## config.mk

```make
export PLATFORM = sky130hd
export DESIGN_NAME = zb_sync_fifo_flat
export DESIGN_NICKNAME = d
export VERILOG_FILES = /design/src/rtl/zb_sync_fifo_if.sv /design/src/rtl/zb_sync_fifo.sv /design/src/flat_wrapper.sv
export SDC_FILE = /design/constraint.sdc
export NUM_CORES = 1
export LEC_CHECK = 0
export CORE_UTILIZATION = 63
export DETAILED_ROUTE_END_ITERATION = 8
export PLACE_DENSITY = 0.84
export REMOVE_ABC_BUFFERS = 1
export SYNTH_ARGS = -nofsm -noshare
export SYNTH_HDL_FRONTEND = slang
export SYNTH_SLANG_ARGS = --single-unit
```

## constraint.sdc

```tcl
create_clock -name clock -period 4.2 [get_ports clock]
set_clock_uncertainty 0.1 [all_clocks]
set_input_delay 1.26 -clock clock [delete_from_list [all_inputs] [get_ports clock]]
set_output_delay 1.26 -clock clock [all_outputs]
set_load 0.1 [all_outputs]
```

## src/rtl/zb_sync_fifo_if.sv

```systemverilog
// Handshake bundle for zb_sync_fifo: the producer/consumer side drives through
// master, the FIFO itself connects through slave.
interface zb_sync_fifo_if #(
  parameter int DATA_WIDTH = 4,
  parameter int DEPTH      = 16
);
  localparam int CW = $clog2(DEPTH) + 1;

  logic                  write_enable;
  logic [DATA_WIDTH-1:0] write_data;
  logic                  read_enable;
  logic                  clear_flags;

  logic [DATA_WIDTH-1:0] read_data;
  logic                  valid;
  logic                  empty;
  logic                  full;
  logic                  almost_full;
  logic                  almost_empty;
  logic [CW-1:0]         count;
  logic                  overflow;
  logic                  underflow;

  modport master (
    output write_enable, write_data, read_enable, clear_flags,
    input  read_data, valid, empty, full, almost_full, almost_empty,
           count, overflow, underflow
  );

  modport slave (
    input  write_enable, write_data, read_enable, clear_flags,
    output read_data, valid, empty, full, almost_full, almost_empty,
           count, overflow, underflow
  );
endinterface

```

## src/rtl/zb_sync_fifo.sv

```systemverilog
// Parametrised single-clock FIFO with registered status flags, sticky error
// flags and a selectable first-word-fall-through read mode.
module zb_sync_fifo #(
  parameter int DATA_WIDTH = 4,
  parameter int DEPTH      = 16,
  parameter int AFULL_TH   = DEPTH - 2,
  parameter int AEMPTY_TH  = 2,
  parameter bit FWFT       = 1'b0
) (
  input  logic          clock,
  input  logic          reset_n,
  zb_sync_fifo_if.slave bus
);
  localparam int PW = $clog2(DEPTH);
  localparam int CW = PW + 1;
  localparam logic [CW-1:0] FULL_COUNT = CW'(DEPTH);
  localparam logic [CW-1:0] AFULL_LIM  = CW'(AFULL_TH);
  localparam logic [CW-1:0] AEMPTY_LIM = CW'(AEMPTY_TH);

  logic [DATA_WIDTH-1:0] mem [DEPTH];
  logic [PW-1:0]         wr_ptr;
  logic [PW-1:0]         rd_ptr;
  logic [PW-1:0]         rd_ptr_next;
  logic [CW-1:0]         count_q;
  logic [CW-1:0]         count_next;
  logic                  empty_q;
  logic                  full_q;
  logic                  afull_q;
  logic                  aempty_q;
  logic                  ovf_q;
  logic                  unf_q;
  logic                  valid_q;
  logic                  valid_next;
  logic [DATA_WIDTH-1:0] data_q;
  logic [DATA_WIDTH-1:0] data_next;
  logic                  rd_ok;
  logic                  wr_ok;
  logic                  ovf_set;
  logic                  unf_set;

  // A read while empty is never serviced; a write while full only goes in
  // when a read frees the slot in the same cycle.
  always_comb begin
    rd_ok       = bus.read_enable && !empty_q;
    wr_ok       = bus.write_enable && (!full_q || rd_ok);
    ovf_set     = bus.write_enable && full_q && !rd_ok;
    unf_set     = bus.read_enable && empty_q;
    rd_ptr_next = rd_ok ? rd_ptr + PW'(1) : rd_ptr;
    count_next  = count_q;
    if (wr_ok && !rd_ok) begin
      count_next = count_q + CW'(1);
    end else if (rd_ok && !wr_ok) begin
      count_next = count_q - CW'(1);
    end
  end

  // In FWFT mode the output register tracks the next head; when the FIFO
  // would otherwise drain, the head is the word being written right now.
  always_comb begin
    data_next  = data_q;
    valid_next = 1'b0;
    if (FWFT) begin
      valid_next = (count_next != '0);
      if (count_next != '0) begin
        if (wr_ok && (count_q == CW'(rd_ok))) begin
          data_next = bus.write_data;
        end else begin
          data_next = mem[rd_ptr_next];
        end
      end
    end else if (rd_ok) begin
      data_next  = mem[rd_ptr];
      valid_next = 1'b1;
    end
  end

  always_ff @(posedge clock) begin
    if (wr_ok) begin
      mem[wr_ptr] <= bus.write_data;
    end
  end

  always_ff @(posedge clock or negedge reset_n) begin
    if (!reset_n) begin
      wr_ptr   <= '0;
      rd_ptr   <= '0;
      count_q  <= '0;
      empty_q  <= 1'b1;
      full_q   <= 1'b0;
      afull_q  <= (AFULL_TH == 0);
      aempty_q <= 1'b1;
      data_q   <= '0;
      valid_q  <= 1'b0;
    end else begin
      if (wr_ok) begin
        wr_ptr <= wr_ptr + PW'(1);
      end
      rd_ptr   <= rd_ptr_next;
      count_q  <= count_next;
      empty_q  <= (count_next == '0);
      full_q   <= (count_next == FULL_COUNT);
      afull_q  <= (count_next >= AFULL_LIM);
      aempty_q <= (count_next <= AEMPTY_LIM);
      data_q   <= data_next;
      valid_q  <= valid_next;
    end
  end

  // A new error event wins over a clear arriving in the same cycle.
  always_ff @(posedge clock or negedge reset_n) begin
    if (!reset_n) begin
      ovf_q <= 1'b0;
      unf_q <= 1'b0;
    end else begin
      if (ovf_set) begin
        ovf_q <= 1'b1;
      end else if (bus.clear_flags) begin
        ovf_q <= 1'b0;
      end
      if (unf_set) begin
        unf_q <= 1'b1;
      end else if (bus.clear_flags) begin
        unf_q <= 1'b0;
      end
    end
  end

  assign bus.read_data    = data_q;
  assign bus.valid        = valid_q;
  assign bus.empty        = empty_q;
  assign bus.full         = full_q;
  assign bus.almost_full  = afull_q;
  assign bus.almost_empty = aempty_q;
  assign bus.count        = count_q;
  assign bus.overflow     = ovf_q;
  assign bus.underflow    = unf_q;

  count_in_range: assert property (@(posedge clock) disable iff (!reset_n)
    count_q <= FULL_COUNT);
  empty_consistent: assert property (@(posedge clock) disable iff (!reset_n)
    empty_q == (count_q == '0));
  full_consistent: assert property (@(posedge clock) disable iff (!reset_n)
    full_q == (count_q == FULL_COUNT));
endmodule

```

## src/flat_wrapper.sv

```systemverilog
// flat-port wrapper written by rule: the top's interface ports become plain ports
module zb_sync_fifo_flat 
#(
  parameter int DATA_WIDTH = 4,
  parameter int DEPTH      = 16,
  parameter int AFULL_TH   = DEPTH - 2,
  parameter int AEMPTY_TH  = 2,
  parameter bit FWFT       = 1'b0
)
  (clock, reset_n, bus_write_enable, bus_write_data, bus_read_enable, bus_clear_flags, bus_read_data, bus_valid, bus_empty, bus_full, bus_almost_full, bus_almost_empty, bus_count, bus_overflow, bus_underflow);
  zb_sync_fifo_if #(.DATA_WIDTH(DATA_WIDTH), .DEPTH(DEPTH)) bus_i ();
  input  logic clock;
  input  logic reset_n;
  input wire logic [$bits(bus_i.write_enable)-1:0] bus_write_enable;
  input wire logic [$bits(bus_i.write_data)-1:0] bus_write_data;
  input wire logic [$bits(bus_i.read_enable)-1:0] bus_read_enable;
  input wire logic [$bits(bus_i.clear_flags)-1:0] bus_clear_flags;
  output wire logic [$bits(bus_i.read_data)-1:0] bus_read_data;
  output wire logic [$bits(bus_i.valid)-1:0] bus_valid;
  output wire logic [$bits(bus_i.empty)-1:0] bus_empty;
  output wire logic [$bits(bus_i.full)-1:0] bus_full;
  output wire logic [$bits(bus_i.almost_full)-1:0] bus_almost_full;
  output wire logic [$bits(bus_i.almost_empty)-1:0] bus_almost_empty;
  output wire logic [$bits(bus_i.count)-1:0] bus_count;
  output wire logic [$bits(bus_i.overflow)-1:0] bus_overflow;
  output wire logic [$bits(bus_i.underflow)-1:0] bus_underflow;
  assign bus_i.write_enable = bus_write_enable;
  assign bus_i.write_data = bus_write_data;
  assign bus_i.read_enable = bus_read_enable;
  assign bus_i.clear_flags = bus_clear_flags;
  assign bus_read_data = bus_i.read_data;
  assign bus_valid = bus_i.valid;
  assign bus_empty = bus_i.empty;
  assign bus_full = bus_i.full;
  assign bus_almost_full = bus_i.almost_full;
  assign bus_almost_empty = bus_i.almost_empty;
  assign bus_count = bus_i.count;
  assign bus_overflow = bus_i.overflow;
  assign bus_underflow = bus_i.underflow;
  zb_sync_fifo #(.DATA_WIDTH(DATA_WIDTH), .DEPTH(DEPTH), .AFULL_TH(AFULL_TH), .AEMPTY_TH(AEMPTY_TH), .FWFT(FWFT)) u_core (.clock(clock), .reset_n(reset_n), .bus(bus_i));
endmodule
```

==> results, run 1 <==
- The count of nets after finishing is 296.
- For this design, the sink count on the clock tree is 88.
- Adding up every negative setup slack in the final design gives 0 ns.
- The slowest cell on the critical path is clkdlybuf4s50_1.
- The aggregate global-route resource usage is 0.243.
- The clock-pin transition on the worst setup and hold timing paths is 0.08 ns.
- The signal arrival time at the worst endpoint is 2.01 ns.
- The number of global-route vias before repair is 2215.
- The internal reg-to-reg setup slack is 1.99 ns.
- The initial core utilization is 0.673.
- The standard-cell row count is 27.
- The mean cell area of the mapped netlist is 15.0 um2.
- The distinct cell type count after synthesis is 46.
- For this run, asynchronously set or reset flops after synthesis account for 0.273.
- The count of fill cells added during filler insertion is 330.
- The share of total power in the clock network is 0.193.
- In this run, CTS created clock tree buffers numbering 9.
- The number of top-level design ports is 25.
- The cell sitting at the root of the clock tree is a clkbuf_8.
- The detailed router placed 2164 vias in this run.
- The initial antenna violation count is 0.
- The net switching power is 0.00140 W.
- The final RePlAce weighted congestion is 0.850.
- After synthesis, the cell types taking the most area are edfxtp_1 50%, dfrtp_1 14%, mux2i_1 6.0%.
- In the global route stage, met2 resource usage came out at 0.391.
- The largest single stage delay on the critical path is 1.18 ns.
- The part of the cycle the worst path needs is 0.803.
- Of all nets on the critical path, the largest fanout is 6.
- The number of hold violations in the final report is 0.
- The part of the Yosys area used for sequential elements is 0.661.
- The count of warnings emitted by yosys is 0.
- Setup repair after global routing left no endpoint under its margin.
- Overall power consumption after layout is estimated at 0.00330 W.
- The count of unresolved DRC violations after routing is 0.
- Across the run, the number of max-cap violations was 0.
- Of the total power, the share spent switching nets is 0.423.
- After synthesis the netlist holds a flip-flop and latch count of 88.
- The repair_antennas step left the layout with diodes totalling 0.
- In this run the vertical extent of the chip is 79.9 um.
- The die area is 0.00638 mm2.
- Yosys mapped a number of flops with a built-in enable equal to 64.
- The main flop type after synthesis is edfxtp_1.
- Ranked by instance count, the synthesized netlist is headed by 64 x edfxtp_1, 23 x mux2i_1, 22 x dfrtp_1.
- The die width is 79.9 um.
- The pin count of the biggest net entering global routing is 29.
- The first global-routing pass estimated 11.0 mm of wire.
- The kind of start point of the critical path is a register.
- Among cell families on the critical path, the largest total delay comes from buffers and inverters.
- The number of buffers between clock root and the deepest sink is 2.
- Power spread over the standard cell area amounts to 764 mW/mm2.
- The number of DRC markers in iteration 0 is 141.
- The clock tree from TritonCTS is done.
- The CTS H-tree depth is 3.
- After layout, the minimum clock period comes to 3.37 ns.
- Traced cell by cell, the critical path runs through clkdlybuf4s50_1.
- The count of instances resized after the clock tree is built is 0.
- The share of synthesized area in the top cell type comes to 0.503.
- The worst slack on hold paths is 0.414 ns.
- By instance count, the leading cell after synthesis is edfxtp_1.
- The internal power of the cells totals 0.00190 W.
- The routed wire length is 6.92 mm.
- The highest clock rate is 0.296 GHz.
- Setup violations remaining at the end of the flow were counted as 0.
- The share of power burned in combinational logic is 0.414.
- At the worst endpoint, the required time is 2.84 ns.
- The nature of the critical path endpoint is a primary output.
- The worst setup path is of the register to primary output kind.
- The final HPWL from detailed placement is 4.68 mm.
- The peak supply drop is 0.661 mV.
- The worst path buffer plus inverter count is 1.
- Compared with the post-synthesis result, the final layout area differs by 13.0%.
- For this run, global-route usage on met3 was measured as 0.0400.
- The remaining global-route overflow is 0.
- The count of hold-fix buffers inserted at cts is 0.
- The count of input and output buffers is 24.
- Headroom to the max-slew limit came out at 0.250.
- In this run the post-CTS setup repair buffer count came out at 0.
- After floorplanning, the core was sized to cover 0.00568 mm2.
- In the global route stage, met1 resource usage came out at 0.322.
- The register share of total power is 0.394.
- The type of the most critical hold path is register to register.
- Dividing the detail-routed wire length by the instance count gives 19.4 um.
- Once detail routing completed, the nets flagged for antenna violations numbered 0.
- The cell accounting for the most synthesized area is edfxtp_1.
- In this run the static leakage power is 1.60 nW.
- The count of final max-slew check failures is 0.
- The number of instances in the synthesized netlist is 254.
- The latest clock arrival within the worst-skew pair is 0.34 ns.
- The mapped netlist covers 0.00382 mm2.
- Using the TritonRoute via totals, the vias-per-cell ratio works out to 6.06.
- met2 is the most crowded layer.
- The flow ran to the end, and the final reports show no timing, DRC or antenna violations.
- Before antenna repair, the detailed router went through 4 iterations.
- The fraction of layout cells with a size suffix above 1 is 0.151.
- The slew at the pin with the worst max-slew slack is 1.12 ns.
==> cell type report <==
| type | instances | area (um2) | area share |
|---|---|---|---|
| clock inverter | 5 | 78.8 | 0.0183 |
| inverter | 8 | 30.0 | 0.00696 |
| timing repair buffer | 27 | 255 | 0.0591 |
| tap | 72 | 90.1 | 0.0209 |
| clock buffer | 11 | 141 | 0.0328 |
| sequential | 88 | 2520 | 0.585 |
| multi-input combinational | 146 | 1200 | 0.277 |
==> registers in the layout (all words and copies together) (netlist names) <==
signal                   count
u_core.bus.almost_empty      1
u_core.bus.almost_full       1
u_core.bus.count             5
u_core.bus.empty             1
u_core.bus.full              1
u_core.bus.overflow          1
u_core.bus.read_data         4
u_core.bus.underflow         1
u_core.bus.valid             1
u_core.mem                  64
u_core.rd_ptr                4
u_core.wr_ptr                4
==> worst register-to-register path, cell delays in order, from the launching register on <==
cell,delay (ns)
dfrtp_1,0.89
mux4_2,0.61
mux2i_1,0.22
nor2_1,0.06
a31oi_1,0.14
a21oi_1,0.08
==> metal layers <==
| metal | up-vias | share of wire |
|---|---|---|
| met4 | 0 | 0.018 |
| met3 | 13 | 0.050 |
| li1 | 1008 | - |
| met5 | - | 0 |
| met1 | 1072 | 0.44 |
| met2 | 71 | 0.49 |
==> cells in the final DEF, fill, tap and decap left out, drive strengths merged, types with 4 or more instances in the layout <==
master,instances
edfxtp,64
mux2i,23
dfrtp,22
clkdlybuf4s50,21
nand2,16
clkbuf,11
nor2,9
inv,9
nand3,8
xnor2,8
and3,7
a22oi,7
ha,7
nor2b,6
nand4,6
buf,6
o21ai,5
and4,4
and2,4
mux4,4
nor3b,4
==> through the flow <==
stage                      util  worst slack (ns)  cell area [um2]  cells
after floorplan               -              1.41             3750    242
after global placement    0.722             0.832             4100    341
after detailed placement  0.722             0.780             4100    341
after CTS                 0.761             0.823             4320    357
after global routing      0.761             0.783             4320    357
final                     0.761             0.827             4320    357
==> cells by family (layout without fill, tap and decap cells) <==
logic type / count (synthesis) / in the layout / synth area share
AO/OA/AOI/OAI: 27 / 27 / 0.0586
XOR/XNOR: 10 / 10 / 0.0288
adder cells (fa/ha/maj): 7 / 7 / 0.0229
buffers and inverters: 20 / 51 / 0.0259
flip-flops: 88 / 88 / 0.661
multiplexers: 28 / 28 / 0.0868
AND/OR/NAND/NOR: 74 / 74 / 0.116
==> final timing paths <==
kind / start / to / depth (start not counted)
setup / recovery: u_core.bus.count[2] / bus_count[2] / 1
hold / removal: u_core.bus.read_data[2] / u_core.bus.read_data[2] / 2
setup reg to reg: u_core.rd_ptr[1] / u_core.bus.read_data[0] / 5
hold reg to reg: u_core.bus.read_data[2] / u_core.bus.read_data[2] / 2
max in group asynchronous: reset_n / u_core.bus.almost_empty / 2
min in group asynchronous: reset_n / u_core.rd_ptr[2] / 1
==> power groups by stage <==
stage / sequential, W / combinational [W] / clock [W]
detailed placement: 0.00132 / 0.00136 / 0
global placement: 0.00131 / 0.00133 / 0
finish: 0.00130 / 0.00137 / 0.000635
global route: 0.00132 / 0.00146 / 0.000667
floorplan: 0.00176 / 0.000569 / 0
CTS: 0.00130 / 0.00137 / 0.000640
Note: power is estimated with default switching activity, not from simulation.
==> run 2: changes to the inputs <==
--- a/config.mk
+++ b/config.mk
@@ -5,9 +5,9 @@
 export SDC_FILE = /design/constraint.sdc
 export NUM_CORES = 1
 export LEC_CHECK = 0
-export CORE_UTILIZATION = 63
+export CORE_UTILIZATION = 53
 export DETAILED_ROUTE_END_ITERATION = 8
-export PLACE_DENSITY = 0.84
+export PLACE_DENSITY = 0.76
 export REMOVE_ABC_BUFFERS = 1
 export SYNTH_ARGS = -nofsm -noshare
 export SYNTH_HDL_FRONTEND = slang
==> constraint.sdc (replaced) <==
create_clock -name clock -period 2.74 [get_ports clock]
set_clock_uncertainty 0.1 [all_clocks]
set_input_delay 0.822 -clock clock [delete_from_list [all_inputs] [get_ports clock]]
set_output_delay 0.822 -clock clock [all_outputs]
set_load 0.1 [all_outputs]
==> run 2 against run 1 <==
Clock-buffer cell count up 1. Cell area up 0.15%. Flip-flop and latch count unchanged. Largest cell class unchanged. Clock power up 18%. First-iteration DRC count down 1.4%. Combinational power up 55%. Wire length up 0.30%. Sequential power up 53%. Cell count up 9.0%. Via count down 0.18%. Non-clock buffer count up 8.
==> results, run 2 (synthesis gave the netlist of run 1 again) <==
- The net switching power is 0.00214 W.
- Detailed routing inserted a total of 2160 vias.
- The count of unresolved DRC violations after routing is 0.
- After clock tree synthesis, the clock-pin slew on the worst setup and hold paths is 0.08 ns.
- The layout overhead on the synthesized area is 13.2%.
- On the worst path, the slowest cell contributes a delay of 0.47 ns.
- The signal arrival time at the worst endpoint is 2.51 ns.
- Leaving out fill and tap cells, the most frequent cells in the layout are 64 x edfxtp_1, 26 x buf_4, 23 x mux2i_1.
- For this run, the share of the core covered by cells in the final layout is 0.629.
- After floorplanning, the core was divided into 30 placement rows.
- The die covers 0.00755 mm2.
- Dividing the detail-routed wire length by the instance count gives 17.8 um.
- Of the total power, the clock network draws 0.153.
- The number of global-route vias before repair came to 2141.
- Of all nets on the critical path, the largest fanout is 6.
- The count of input and output buffers is 24.
- On the critical path, the stage with the largest delay is an instance of clkdlybuf4s50_1.
- Dividing the final minimum period by the clock period gives 0.864.
- The setup path with the least slack is of type input pin to register.
- The initial core utilization is 0.556.
- In this run the standard cell core region covers 0.00687 mm2.
- u_core.mem holds more flip-flops than any other register.
- The die width is 86.9 um.
- The routed wire length is 6.94 mm.
- TritonCTS created 9 clock buffers.
- Of the total power, the share spent switching nets is 0.439.
- The antenna violation net count after detailed routing is 0.
- In this run, post-CTS repair resized a total of 0 instances.
- The number of inserted diodes is 0.
- The share of power burned in combinational logic is 0.437.
- The count of maximum capacitance violations is 0.
- Setup repair after global routing left no endpoint under its margin.
- Derived from the worst setup path, the maximum achievable clock frequency is 0.422 GHz.
- The most frequent standard cell in the layout excluding fill and tap cells is edfxtp_1.
- The count of nets after finishing is 304.
- The worst-case setup slack after placement is 0.0389 ns.
- At the pin with the least slew margin, the transition time is 0.677 ns.
- In this run the number of H-tree levels came out at 3.
- Measured along the y axis, the die boundary spans 86.9 um.
- The register share of total power is 0.410.
- The via density per instance is 5.55.
- The count of hold-fix buffers inserted at cts is 0.
- The latest clock arrival within the worst-skew pair is 0.34 ns.
- The count of endpoints failing setup in the final report is 0.
- The type of the most critical hold path is register to register.
- The remaining global-route overflow is 0.
- For this run, the total global-route usage over all layers was measured as 0.207.
- The pre-antenna-repair detailed-routing pass consisted of 4 iterations.
- TritonCTS built the clock tree.
- The initial antenna violation count is 0.
- The register with the most flip-flops in the layout has 64 of them.
- The nature of the critical path endpoint is a register.
- The run finished with clean final reports.
- For the worst setup path, the data required time is 2.88 ns.
- The cell chosen for the clock root is clkbuf_8.
- The count of final max-slew check failures was 0.
- The total negative slack for setup checks is 0 ns.
- The peak supply drop is 0.369 mV.
- The number of hold violations in the final report was 0.
- For this block, the initial DRC count from the detailed router was 139.
- Traced cell by cell, the critical path runs through clkdlybuf4s50_1 -> nand2b_4 -> inv_2 -> nor3b_2 -> nor2_1 -> xnor2_1 -> a2111oi_4.
- Summed over all cells, the static leakage comes to 1.62 nW.
- STA classifies the critical path startpoint as an input pin.
- The post-detailed-placement cell area is 0.00417 mm2.
- The internal portion of total power is 0.00273 W.
- The number of buffers between clock root and the deepest sink is 2.
- The final HPWL from detailed placement is 4.84 mm.
- Entering global routing, the biggest net connects 25 pins.
- Pin placement for this block handled 25 I/O pins.
- The count of fill cells added during filler insertion is 494.
- In this run the post-CTS setup repair buffer count came out at 0.
- The post-route cell area is 0.00432 mm2.
- After layout, the minimum clock period comes to 2.37 ns.
- The CTS sink count is 88.
- The first-pass GRT wire length is 11.2 mm.
- The worst setup slack after layout is 0.373 ns.
- The final RePlAce weighted congestion is 0.868.
- In this run the power density over the cells is 1130 mW/mm2.
- The fraction of layout cells with a size suffix above 1 is 0.208.
- The relative slew slack is 0.547.
run 2: cell count changes in the layout (fill, tap and decap cells not counted), sizes merged:
cell and change:
buf +21, bufinv -2, clkbuf +1, clkdlybuf4s50 -13, clkinv +1, clkinvlp +1
inv -1
run 2: cell type report:
type	count	area, um2	area share
flip-flops and latches	88	2520	0.584
multi-input cells	146	1200	0.277
repair buffers	35	295	0.0683
clock buffers	12	135	0.0313
well taps	96	120	0.0278
inverters	8	30.0	0.00695
clock inverters	4	21.3	0.00492
run 2: final timing paths:
path | startpoint | to | slack (ns) | cells after the start
worst max register to register | u_core.bus.empty | u_core.bus.almost_empty | 0.70 | 6
max in group asynchronous | reset_n | u_core.bus.almost_empty | 1.50 | 2
worst min register to register | u_core.bus.read_data[3] | u_core.bus.read_data[3] | 0.41 | 2
worst min-delay path | u_core.bus.read_data[3] | u_core.bus.read_data[3] | 0.41 | 2
min in group asynchronous | reset_n | u_core.rd_ptr[2] | 0.74 | 2
worst max-delay path | bus_read_enable | u_core.bus.almost_empty | 0.37 | 7
run 2: metal layers:
layer | part of all wire | vias to the layer above | global-route usage
li1 | - | 1026 | -
met1 | 0.45 | 1052 | 0.277
met2 | 0.48 | 63 | 0.316
met3 | 0.047 | 19 | 0.0427
met4 | 0.029 | 0 | 0.123
met5 | 0 | - | 0
run 2: critical path, delay by kind of cell:
kind	cells	cell delay (ns)
simple gates	3	0.58
compound gates	1	0.38
xor+xnor	1	0.19
buf+inv	2	0.54
run 2: power groups by stage:
stage | clock (W) | combinational, W | sequential [W]
3_5_place_dp | 0 | 0.00212 | 0.00202
6_report | 0.000747 | 0.00213 | 0.00199
3_3_place_gp | 0 | 0.00209 | 0.00201
2_1_floorplan | 0 | 0.000872 | 0.00269
5_1_grt | 0.000817 | 0.00227 | 0.00203
4_1_cts | 0.000756 | 0.00213 | 0.00199
run 2: stage by stage:
step	cells	power, W	hold slack, ns
after floorplan	242	0.00356	0.426
after global placement	373	0.00410	0.382
after detailed placement	373	0.00415	0.397
after CTS	389	0.00488	0.417
after global routing	389	0.00512	0.447
final	389	0.00487	0.413
==> run 3: changes to the inputs <==
==> constraint.sdc (replaced) <==
create_clock -name clock -period 2.74 [get_ports clock]
set_clock_uncertainty 0.1 [all_clocks]
set_input_delay 0.411 -clock clock [delete_from_list [all_inputs] [get_ports clock]]
set_output_delay 0.411 -clock clock [all_outputs]
set_load 0.1 [all_outputs]
==> run 3 against run 2 <==
Critical endpoint is now u_core.bus.empty. Worst setup slack improved by 0.24 ns. Register-to-register slack worse by 0.08 ns. Largest cell class unchanged. Largest power group unchanged. Utilization is 0.62 points higher. Sequential share of layout area is 0.57 points lower.
==> results, run 3 (synthesis gave the netlist of run 1 again) <==
- Static timing analysis puts the maximum clock frequency at 0.471 GHz.
- The worst setup path is captured at a register.
- The delay of the slowest cell on the worst path is 0.56 ns.
- The number of hold violations in the final report is 0.
- The count of final max-slew check failures is 0.
- The antenna violation net count after detailed routing is 0.
- The flow ran to the end, and the final reports show no timing, DRC or antenna violations.
- The count of hold-fix buffers inserted at cts is 0.
- The analysis attributes to net switching a power of 0.00218 W.
- Setup repair after global routing left no endpoint under its margin.
- The final route contains 2196 vias.
- Of the cells placed in the final design, the portion with a size suffix greater than 1 is 0.216.
- For the worst setup path, the data arrival time is 2.27 ns.
- The type of the most critical hold path is input pin to asynchronous set/reset pin.
- The slew at the pin with the worst max-slew slack is 0.679 ns.
- The shortest period the worst path allows is 2.12 ns.
- The share of total power in the clock network is 0.190.
- The aggregate global-route resource usage is 0.214.
- After floorplanning, the core was sized to cover 0.00687 mm2.
- The leakage power total is 1.63 nW.
- The power per cell area is 1160 mW/mm2.
- The worst path buffer plus inverter count is 1.
- The y dimension of the die is 86.9 um.
- The final RePlAce weighted congestion is 0.815.
- Wires add up to 7.19 mm.
- The kind of start point of the critical path is a register.
- The count of nets after finishing is 303.
- Entering global routing, the biggest net connects 25 pins.
- The count of unresolved DRC violations after routing is 0.
- The standard-cell row count is 30.
- TritonCTS built the clock tree.
- Using the TritonRoute via totals, the vias-per-cell ratio works out to 5.66.
- In the finished design, the share of the clock period the worst path needs comes to 0.775.
- The layout overhead on the synthesized area is 14.3%.
- In the final routed layout, each cell accounts on average for 18.5 um.
- The cell chosen for the clock root is clkbuf_8.
- The clock-pin transition on the worst setup and hold timing paths is 0.08 ns.
- The critical path goes through nand2b_4 -> inv_2 -> nor3b_2 -> a21oi_2 -> xnor2_2 -> nor4_1.
- The count of endpoints failing setup in the final report is 0.
- The data required time of the worst path is 2.89 ns.
- Once the clock tree was built, the resizer swapped 0 gates to a different size.
- u_core.mem holds more flip-flops than any other register.
- The slowest cell on the critical path is dfstp_2.
- The net switching share of the total power is 0.428.
- The internal portion of total power is 0.00291 W.
- The number of DRC markers in iteration 0 is 108.
- Headroom to the max-slew limit came out at 0.546.
- The post-route cell area is 0.00437 mm2.
- The worst setup path is of the register to register kind.
- In this run the worst path has a maximum fanout of 12.
- 25 I/O pins were placed.
- The worst-case setup slack after placement is 0.300 ns.
- For this configuration, the core starts out at a cell density of 0.556.
- The number of flip-flops under the largest register name is 64.
- The CTS sink count is 88.
- The CTS H-tree depth is 3.
- The first-pass GRT wire length is 11.4 mm.
- The worst setup slack after layout is 0.617 ns.
- Once the clock tree was built, the setup fixing pass inserted 0 buffers.
- The total negative slack for setup checks is 0 ns.
- The number of antenna diodes in the final layout is 0.
- Leaving out fill and tap cells, the most frequent cells in the layout are 64 x edfxtp_1, 26 x buf_4, 23 x mux2i_1.
- The longest clock path from root to sink contains 2 buffers.
- Across the run, the number of max-cap violations was 0.
- The initial antenna violation count is 0.
- The peak supply drop is 0.534 mV.
- The number of global-route vias before repair was 2138.
- The worst slack on hold paths is 0.311 ns.
- The wire-length estimate of the detail-placed layout is 5.06 mm.
- The most frequent standard cell in the layout excluding fill and tap cells is edfxtp_1.
- From left edge to right edge, the die measures 86.9 um.
- The number of CTS-inserted buffers is 9.
- The count of input and output buffers is 24.
- The latest clock arrival within the worst-skew pair is 0.36 ns.
- The die area is 0.00755 mm2.
- The remaining global-route overflow is 0.
- The post-detailed-placement cell area is 0.00415 mm2.
- Of the total power, registers draw 0.386.
- The number of iterations in the first detailed-routing pass is 4.
- Broken down by cell family, the worst path's largest delay share belongs to simple AND/OR/NAND/NOR gates.
- Of the total power, combinational logic draws 0.423.
run 3: stage by stage:
stage	util	cells	power, W
CTS	0.636	388	0.00511
finish	0.636	388	0.00508
floorplan	-	242	0.00356
global placement	0.604	372	0.00410
global route	0.636	388	0.00533
detailed placement	0.604	372	0.00415
run 3: per-layer routing:
metal	vias up	share of wire	global-route usage
met4	0	0.013	0.0939
met2	71	0.46	0.308
met3	8	0.053	0.0578
met1	1090	0.47	0.309
met5	-	0	0
li1	1027	-	-
run 3: cell type report:
type                       instances  area (um2)
clock buffer                      10         128
timing repair buffer              34         275
sequential                        88        2520
clock inverter                     6        91.3
fill                             518        2500
inverter                           8        30.0
tap                               96         120
multi-input combinational        146        1200
run 3: path summary, 6_finish.rpt:
kind	from	end	slack [ns]	cells past startpoint
setup / recovery	u_core.bus.empty	u_core.bus.empty	0.62	6
hold / removal	reset_n	u_core.bus.read_data[2]	0.31	2
setup reg to reg	u_core.bus.empty	u_core.bus.empty	0.62	6
hold reg to reg	u_core.bus.read_data[1]	u_core.bus.read_data[1]	0.40	2
max in group asynchronous	reset_n	u_core.bus.empty	1.93	2
min in group clock	u_core.bus.read_data[1]	u_core.bus.read_data[1]	0.40	2
run 3: power groups by stage:
stage / Combinational, W / Clock, W / Sequential, W
after global routing: 0.00229 / 0.00104 / 0.00200
final: 0.00215 / 0.000968 / 0.00196
after CTS: 0.00216 / 0.000987 / 0.00196
after floorplan: 0.000872 / 0 / 0.00269
after detailed placement: 0.00216 / 0 / 0.00199
after global placement: 0.00212 / 0 / 0.00198
